[src/rtl/pipe_enq_arbiter.sv]
// ---------------------------------------------------------------------------
// pipe_enq_arbiter
//
// Round-robin arbiter that merges three requester enqueue ports into a single
// downstream pipe through a one-entry output register. A requester is offered
// RDY when the register can take a message this cycle and no requester ahead
// of it in the current priority order is strobing. Messages whose length is
// outside 1..4 words are accepted but dropped and counted.
//
// Ports
//   CLK                 clock, all state updates on the rising edge
//   RST                 synchronous active-high reset
//   reqN_enq__ENA       requester N enqueue strobe (N = 0..2)
//   reqN_enq_v          requester N payload (DATA_W bits)
//   reqN_enq_length     requester N payload length in 32-bit words
//   reqN_enq__RDY       requester N may enqueue this cycle
//   pipe_enq__ENA       downstream enqueue strobe (output register valid)
//   pipe_enq_v          downstream payload, zero when not valid
//   pipe_enq_length     downstream length, zero when not valid
//   pipe_enq__RDY       downstream can accept this cycle
//   sent_count          messages delivered downstream (wrapping)
//   drop_count          messages dropped for illegal length (saturating)
//   proto_err           sticky: a requester strobed while its RDY was low
//
// NREQ documents the requester count; the port list is written out for
// exactly three requesters.
// ---------------------------------------------------------------------------
module pipe_enq_arbiter #(
  parameter int NREQ   = 3,
  parameter int DATA_W = 128,
  parameter int LEN_W  = 16
) (
  input  logic              CLK,
  input  logic              RST,

  input  logic              req0_enq__ENA,
  input  logic [DATA_W-1:0] req0_enq_v,
  input  logic [LEN_W-1:0]  req0_enq_length,
  output logic              req0_enq__RDY,

  input  logic              req1_enq__ENA,
  input  logic [DATA_W-1:0] req1_enq_v,
  input  logic [LEN_W-1:0]  req1_enq_length,
  output logic              req1_enq__RDY,

  input  logic              req2_enq__ENA,
  input  logic [DATA_W-1:0] req2_enq_v,
  input  logic [LEN_W-1:0]  req2_enq_length,
  output logic              req2_enq__RDY,

  output logic              pipe_enq__ENA,
  output logic [DATA_W-1:0] pipe_enq_v,
  output logic [LEN_W-1:0]  pipe_enq_length,
  input  logic              pipe_enq__RDY,

  output logic [31:0]       sent_count,
  output logic [7:0]        drop_count,
  output logic              proto_err
);

  // -------------------------------------------------------------------------
  // Helper functions
  // -------------------------------------------------------------------------

  // Requester index that sits `off` places after `base` in priority order.
  function automatic logic [1:0] wrap_idx(input logic [1:0] base, input int off);
    int s;
    s = int'(base) + off;
    if (s >= NREQ) s = s - NREQ;
    return 2'(s);
  endfunction

  // Pointer value after an accept from requester n.
  function automatic logic [1:0] next_ptr(input logic [1:0] n);
    return (n == 2'd2) ? 2'd0 : n + 2'd1;
  endfunction

  // Only 1..4 word messages are forwarded downstream.
  function automatic logic len_legal(input logic [LEN_W-1:0] len);
    return (len != '0) && (len <= LEN_W'(4));
  endfunction

  function automatic logic [7:0] sat_inc8(input logic [7:0] x);
    return (x == 8'hFF) ? x : x + 8'd1;
  endfunction

  // -------------------------------------------------------------------------
  // Stage p0: requester inputs, arbitration and accept selection
  // -------------------------------------------------------------------------
  logic [NREQ-1:0]   ena_p0;
  logic [NREQ-1:0]   rdy_p0;
  logic [NREQ-1:0]   acc_p0;
  logic [DATA_W-1:0] v_p0   [NREQ];
  logic [LEN_W-1:0]  len_p0 [NREQ];

  logic [1:0]        ptr_q;
  logic              vld_p1;
  logic [DATA_W-1:0] v_p1;
  logic [LEN_W-1:0]  len_p1;

  logic              free_p0;
  logic              drain_p0;
  logic              any_acc_p0;
  logic [1:0]        sel_idx_p0;
  logic [DATA_W-1:0] sel_v_p0;
  logic [LEN_W-1:0]  sel_len_p0;
  logic              load_p0;
  logic              drop_p0;
  logic              viol_p0;

  assign ena_p0    = {req2_enq__ENA, req1_enq__ENA, req0_enq__ENA};
  assign v_p0[0]   = req0_enq_v;
  assign v_p0[1]   = req1_enq_v;
  assign v_p0[2]   = req2_enq_v;
  assign len_p0[0] = req0_enq_length;
  assign len_p0[1] = req1_enq_length;
  assign len_p0[2] = req2_enq_length;

  // The register can take a new message if it is empty or being drained now.
  assign free_p0  = !vld_p1 || pipe_enq__RDY;
  assign drain_p0 = pipe_enq__ENA && pipe_enq__RDY;

  // Walk the priority order from ptr. Each requester's RDY is decided before
  // its own ENA is folded into `blocked`, so RDY never depends on its own ENA.
  always_comb begin
    logic       blocked;
    logic [1:0] idx;
    rdy_p0  = '0;
    blocked = 1'b0;
    for (int k = 0; k < NREQ; k++) begin
      idx         = wrap_idx(ptr_q, k);
      rdy_p0[idx] = free_p0 && !RST && !blocked;
      blocked     = blocked || ena_p0[idx];
    end
  end

  assign acc_p0  = ena_p0 & rdy_p0;
  assign viol_p0 = |(ena_p0 & ~rdy_p0);

  // At most one bit of acc_p0 can be set: any accepted requester has no
  // strobing requester ahead of it, and everyone behind it sees RDY low.
  always_comb begin
    any_acc_p0 = 1'b0;
    sel_idx_p0 = 2'd0;
    sel_v_p0   = '0;
    sel_len_p0 = '0;
    for (int i = 0; i < NREQ; i++) begin
      if (acc_p0[i]) begin
        any_acc_p0 = 1'b1;
        sel_idx_p0 = 2'(i);
        sel_v_p0   = v_p0[i];
        sel_len_p0 = len_p0[i];
      end
    end
  end

  assign load_p0 = any_acc_p0 && len_legal(sel_len_p0);
  assign drop_p0 = any_acc_p0 && !len_legal(sel_len_p0);

  assign req0_enq__RDY = rdy_p0[0];
  assign req1_enq__RDY = rdy_p0[1];
  assign req2_enq__RDY = rdy_p0[2];

  // -------------------------------------------------------------------------
  // Stage p1: output register and counters
  // -------------------------------------------------------------------------
  always_ff @(posedge CLK) begin
    if (RST) begin
      vld_p1     <= 1'b0;
      ptr_q      <= 2'd0;
      sent_count <= '0;
      drop_count <= '0;
      proto_err  <= 1'b0;
    end else begin
      // A legal refill wins over a drain so back-to-back messages stream.
      if (load_p0)       vld_p1 <= 1'b1;
      else if (drain_p0) vld_p1 <= 1'b0;

      if (any_acc_p0) ptr_q      <= next_ptr(sel_idx_p0);
      if (drain_p0)   sent_count <= sent_count + 32'd1;
      if (drop_p0)    drop_count <= sat_inc8(drop_count);
      if (viol_p0)    proto_err  <= 1'b1;
    end
  end

  // Payload is qualified by vld_p1 and gated at the output, so it needs no
  // reset. It only changes on a legal accept, which requires free_p0, so it
  // is held stable under backpressure.
  always_ff @(posedge CLK) begin
    if (load_p0) begin
      v_p1   <= sel_v_p0;
      len_p1 <= sel_len_p0;
    end
  end

  assign pipe_enq__ENA   = vld_p1 && !RST;
  assign pipe_enq_v      = pipe_enq__ENA ? v_p1   : '0;
  assign pipe_enq_length = pipe_enq__ENA ? len_p1 : '0;

endmodule

[config.mk]
export PLATFORM = sky130hd
export DESIGN_NAME = pipe_enq_arbiter
export DESIGN_NICKNAME = d
export VERILOG_FILES = /design/src/rtl/pipe_enq_arbiter.sv
export SDC_FILE = /design/constraint.sdc
export NUM_CORES = 1
export LEC_CHECK = 0
export BUFFER_PORTS_ARGS = -buffer_cell sky130_fd_sc_hd__buf_2
export CORE_AREA = 2 2 245 247
export CTS_CLUSTER_DIAMETER = 100
export DETAILED_ROUTE_END_ITERATION = 12
export DIE_AREA = 0 0 247 249
export PLACE_DENSITY = 0.45
export SLEW_MARGIN = 20
export SYNTH_ARGS = -nofsm -noshare
export SYNTH_HDL_FRONTEND = slang
export SYNTH_SLANG_ARGS = --single-unit
[constraint.sdc]
create_clock -name CLK -period 38.7 [get_ports CLK]
set_clock_uncertainty 0.2 [all_clocks]
set_input_delay 5.805 -clock CLK [delete_from_list [all_inputs] [get_ports CLK]]
set_output_delay 5.805 -clock CLK [all_outputs]
set_load 0.01 [all_outputs]
* Word level (Yosys, flattened, before mapping)
Index checks and enable logic that the tools add are counted.
Word-level totals: flip-flop bits (word level) 188, bits in latches 0, RAM bits 0, ROM bits 0, output and inout bits 189, word-level logic and storage cells 85, memories kept 0
Cells by class: add/subtract/negate cells 8, multipliers 0, div/mod/pow operators 0, order comparisons 10, eq/ne operators 2, shift-type cells 0, multiplexer cells 31, bitwise logic cells 5, reductions and logical operators 22
Operators by type and width (count):
- 128-bit 2-to-1 mux | 4
- 16-bit 2-to-1 mux | 4
- 32-bit by 1-bit adder with 32-bit output (second input constant) | 1
- 16-bit by 3-bit less-or-equal comparator with 1-bit output (second input constant) | 1
- 16-bit nonzero test | 1
- 1-bit logical AND | 11
- 1-bit 2-to-1 mux | 11
- 2-bit 2-to-1 mux | 5
- 3-bit bitwise AND | 3
- 2-bit by 3-bit less-than comparator with 1-bit output (second input constant) | 3
- 8-bit by 1-bit adder with 8-bit output (second input constant) | 1
- 8-bit equality test (second input constant) | 1
- 3-bit bitwise mux | 2
- 1-bit demux with 2-bit select | 3
- 2-bit by 1-bit >= comparator with 1-bit output (second input constant) | 3
- 3-bit by 2-bit >= comparator with 1-bit output (second input constant) | 2
- 2-bit subtractor (second input constant) | 3
- 1-bit logical NOT | 5
- 1-bit binary-select mux with 2-bit select | 2
- 2-bit by 1-bit adder with 3-bit output (second input constant) | 1
- 2-bit by 2-bit adder with 3-bit output (second input constant) | 1
- 3-bit NOT | 1
- 3-bit OR reduction | 1
- 2-bit by 1-bit adder with 2-bit output (second input constant) | 1
- other kinds (6) | 7

* Logic depth before layout (Yosys ltp)
depth after elaboration 18, mapped depth 15, gate-level depth less buffers 12

* Worst setup path after synthesis
Ideal clock, no wire load.
kind input port to flip-flop, from in req1_enq__ENA, to reg len_p1[0] (enable), setup time 1.000 ns, arrival 21.465 ns, setup slack 16.035 ns, stages on the path 8, buffers on the path 2, path through buf_2 -> mux2i_1 -> o22ai_1 -> o32a_4 -> clkbuf_1 -> o2111a_1 -> or4_1 -> nor4_1
Between the ends: word-level cells in the longest chain between the ends 13, elaborated cells on any way between the ends 22
Ends and longest elaborated chain:
- start: declaration | line 41 | input logic req1_enq__ENA,
- 1-bit binary-select mux with 2-bit select | line 133 | blocked = blocked || ena_p0[idx];
- 1-bit 2-to-1 mux (not written as such) | line 133
- 1-bit logical NOT / 1-bit logical OR (equally long branches) | line 132, 133
- 1-bit logical AND / 1-bit logical NOT (equally long branches) | line 132 | rdy_p0[idx] = free_p0 && !RST && !blocked;
- 3-bit bitwise mux / 1-bit logical AND (equally long branches) | line 132
- 3-bit bitwise mux | line 132
- 3-bit bitwise AND (*) | line 137 | assign acc_p0 = ena_p0 & rdy_p0;
- 16-bit 2-to-1 mux (3 in series) | line 148 | if (acc_p0[i]) begin
- 16-bit by 3-bit less-or-equal comparator with 1-bit output / 16-bit nonzero test (equally long branches) | line 80 | return (len != '0) && (len <= LEN_W'(4));
- 1-bit logical AND | line 80
- 1-bit logical AND (*) | line 157 | assign load_p0 = any_acc_p0 && len_legal(sel_len_p0);
- net load_p0 | line 107 | logic load_p0;
- end signal: assignment | line 192 | len_p1 <= sel_len_p0;
- end: declaration | line 99 | logic [LEN_W-1:0] len_p1;
The timed path passes the listed nets; every way through them passes the cells marked *. The select of a mux whose other input is x is not followed. A chain may end at the register's enable or synchronous reset.

* Worst setup path in the final report
from in RST, to out pipe_enq_v[19]
Between the ends: word-level cells in the longest chain between the ends 3
Ends and longest elaborated chain:
- start: declaration | line 34 | input logic RST,
- 1-bit logical NOT | line 196 | assign pipe_enq__ENA = vld_p1 && !RST;
- 1-bit logical AND | line 196
- 128-bit 2-to-1 mux | line 197 | assign pipe_enq_v = pipe_enq__ENA ? v_p1 : '0;
- end: declaration | line 52 | output logic [DATA_W-1:0] pipe_enq_v,
Every way passes these cells.

==> summary.txt <==
Timing
  – Setup violators final: 0
  – Worst-margin pin slew: 1.10 ns
  – Max-slew violation count: 0
  – Setup TNS: 0 ns
  – Unrepaired setup endpoints after global routing: no
  – Fin crit period: 14.15 ns
  – Final WS setup: approximately 25 ns
  – Tcrit/Tclk final: 0.366
  – Final hold violation count: 0
  – Slew headroom: 0.266
  – FMAX: 70.7 MHz

Global route
  – Vias in the first global route: 10950
  – Largest net degree at the start of global routing: approximately 150
  – Initial antenna violation count: 17
  – Overall Global Routing Usage: 0.146
  – Overflow after GRT: 0
  – First-pass GRT wire length: 67000 um

Detailed routing
  – Iteration-0 DRC count of the detailed router: 665
  – Wire per inst: 18.4 um
  – Vias: approximately 11000
  – DRC Markers: 0
  – Drt via density: 4.39
  – First-pass DRT Iterations: 5
  – Final wirelength: 47400 um
  – ANT nets after route: 0

Logic synthesis
  – Mux contribution to synthesized area: 0.00391
  – Mapped cell area: 10900 sq um
  – Largest family of logic cells by synthesized area: simple AND/OR/NAND/NOR gates
  – Syn Inst Count: 1235
  – Synth Warn #: 0
  – Post-Syn Area per Cell: roughly 8.8 sq um
  – Complex-gate fraction of the synthesized area: 0.175
  – XOR/XNOR share of the synthesized area: 0.0193
  – Post-synth EDFFs: 144
  – Post-synthesis simple-gate area fraction: 0.275
  – Primary FF master, synth: edfxtp_1
  – Post-synth cell types: 61
  – Sequential area share after synthesis: 0.479
  – Synth Area in Adders: 0.00690
  – Synthesized flop and latch total: 188
  – Fraction of registers with async set/reset: 0
  – Synthesized Nets: 1679

Layout
  – Cell Count, Final, Fillers Out: 2583
  – Area grow syn2layout: 41.0%
  – Core Util, Final: 0.261
  – Multi-input gate area: 5270 sq um
  – Fillers: 6478
  – Sequential Area: 5200 sq um
  – Layout cells sized above 1: 0.380
  – Final #Nets: 2232

Die
  – Die Footprint: 61500 sq um
  – Initial Util: 0.185
  – Core area: 58700 sq um
  – Die width: about 250 um
  – Die height: 249 um
  – Row cnt: 89
  – Total I/O pin count: 627

Clock tree
  – CTS clk-pin slew, worst paths: about 0.070 ns
  – CTS Buf Count: 17
  – CTS tree: yes
  – Root Buffer: clkbuf_16
  – Clk Latency, worst-skew pair: 0.48 ns
  – Longest Clk Path Bufs: 2
  – Hold-fix buffers, CTS: 0
  – H-Tree Depth: 4
  – Post-CTS Resized: 0
  – CTS Sinks: 188
  – Post-CTS Setup Repair Bufs: 0

Worst setup path
  – Reg-to-Reg Start: ptr_q[0]
  – CP startpoint: RST
  – Crit path capture type: output pin
  – CP required: 32.69 ns
  – CP Max Fanout: 88
  – CP Data Arrival Time: 8.14 ns
  – Crit path kind: in2out
  – Worst setup SP type: primary input

Place
  – Placement Setup Slack: ~25 ns
  – Post-placement cell count: between 2000 and 3000
  – Post-DP HPWL: 35800 um
  – GPL Wtd Cong: 0.838
  – Buffers on Ports: 626

Power and ir drop
  – Power density cells: 40.3 nW/um^2
  – Cell leakage power: between 7 and 8 nW
  – Pwr Total: 618 uW
  – Worst VDD drop: 0.0332 mV

Min path
  – Worst min path class: reg2reg
  – Hold Startpoint: sent_count[1]

Flow run
  – Max-cap viol count: 0

Status
  – Status: finished, final reports clean
-- report_power, final --
part | switching [mW] | total [mW] | internal, mW | leakage, nW
Sequential | 0.00833 | 0.261 | 0.253 | 1.68
Combinational | 0.112 | 0.174 | 0.0623 | 5.05
Clock | 0.0891 | 0.183 | 0.0936 | 0.293
-- critical path, cell delays in order --
cell	delay, ns
buf_2	0.41
nor2b_4	0.20
buf_4	0.56
buf_4	0.64
and2_1	0.23
buf_2	0.13
-- metrics by stage --
step / area (sq um) / hold slack, ns
final: 15300 / 0.293
after global placement: 14700 / 0.266
after floorplan: 10900 / 0.273
after detailed placement: 14700 / 0.285
after CTS: 15300 / 0.295
after global routing: 15300 / 0.338
-- cells by family (layout without fill, tap and decap cells) --
family | count (synthesis) | count (layout)
and+or+nand+nor | 558 | 558
AOI/OAI and AO/OA | 340 | 340
DFF | 188 | 188
buffers and inverters | 115 | 681
xor gates and xnor gates | 24 | 24
adders and majority gates | 6 | 6
muxes | 4 | 4
other | 0 | 9
-- synthesized netlist by cell type (all sizes together), types with 10 or more instances --
| cell type | n | area share |
|---|---|---|
| a21oi | 145 | 0.067 |
| and2 | 144 | 0.083 |
| and3 | 140 | 0.081 |
| clkbuf | 96 | 0.033 |
| dfxtp | 44 | 0.081 |
| edfxtp | 144 | 0.40 |
| inv | 12 | 0.0041 |
| nand2 | 155 | 0.054 |
| nand3 | 15 | 0.0069 |
| nand4 | 10 | 0.0058 |
| nor2 | 41 | 0.014 |
| nor3 | 11 | 0.0051 |
| o21ai | 148 | 0.068 |
| or3 | 16 | 0.0097 |
| xor2 | 19 | 0.015 |
-- path summary, 6_finish.rpt --
path / end / slack, ns / depth (start not counted)
worst min-delay path: sent_count[1] / 0.29 / 2
worst max-delay path: pipe_enq_v[19] / 24.55 / 6
worst min register to register: sent_count[1] / 0.29 / 2
worst max register to register: v_p1[32] / 33.16 / 12
-- per-layer routing --
metal	global-route usage	wire (um)	up-vias
li1	-	-	5533
met2	0.258	23800	464
met4	0.0465	733	14
met1	0.169	19200	5275
met5	0	92	-
met3	0.0392	3620	58
-- flip-flops by register name, summed over array words and instances (netlist names) --
register    count
sent_count     32
proto_err       1
ptr_q           2
vld_p1          1
drop_count      8
len_p1         16
v_p1          128
-- layout make-up --
class	instances	area share
clock buffers	21	0.0321
clock inverters	11	0.00685
well taps	773	0.0631
inverters	12	0.00294
multi-input cells	932	0.344
diodes	9	0.00147
repair buffers	637	0.211
flip-flops and latches	188	0.339
-- cell usage in the layout, fill, tap and decap left out, types with 4 or more instances in the layout --
cell	synthesis	routed
a21o_1	4	4
a21oi_1	145	145
a221o_1	7	7
and2_1	144	144
and3_1	140	140
buf_2	3	626
buf_4	0	10
clkbuf_16	0	19
clkinv_4	0	4
dfxtp_1	44	44
diode_2	0	9
edfxtp_1	144	144
ha_1	6	6
inv_1	11	11
nand2_1	155	154
nand3_1	15	15
nand4_1	10	10
nor2_1	41	39
nor2b_1	6	5
nor3_1	11	11
nor4_1	5	4
o21ai_0	147	147
or3_1	15	15
xnor2_1	5	5
xor2_1	19	19
(Power assumes the default switching activity.)
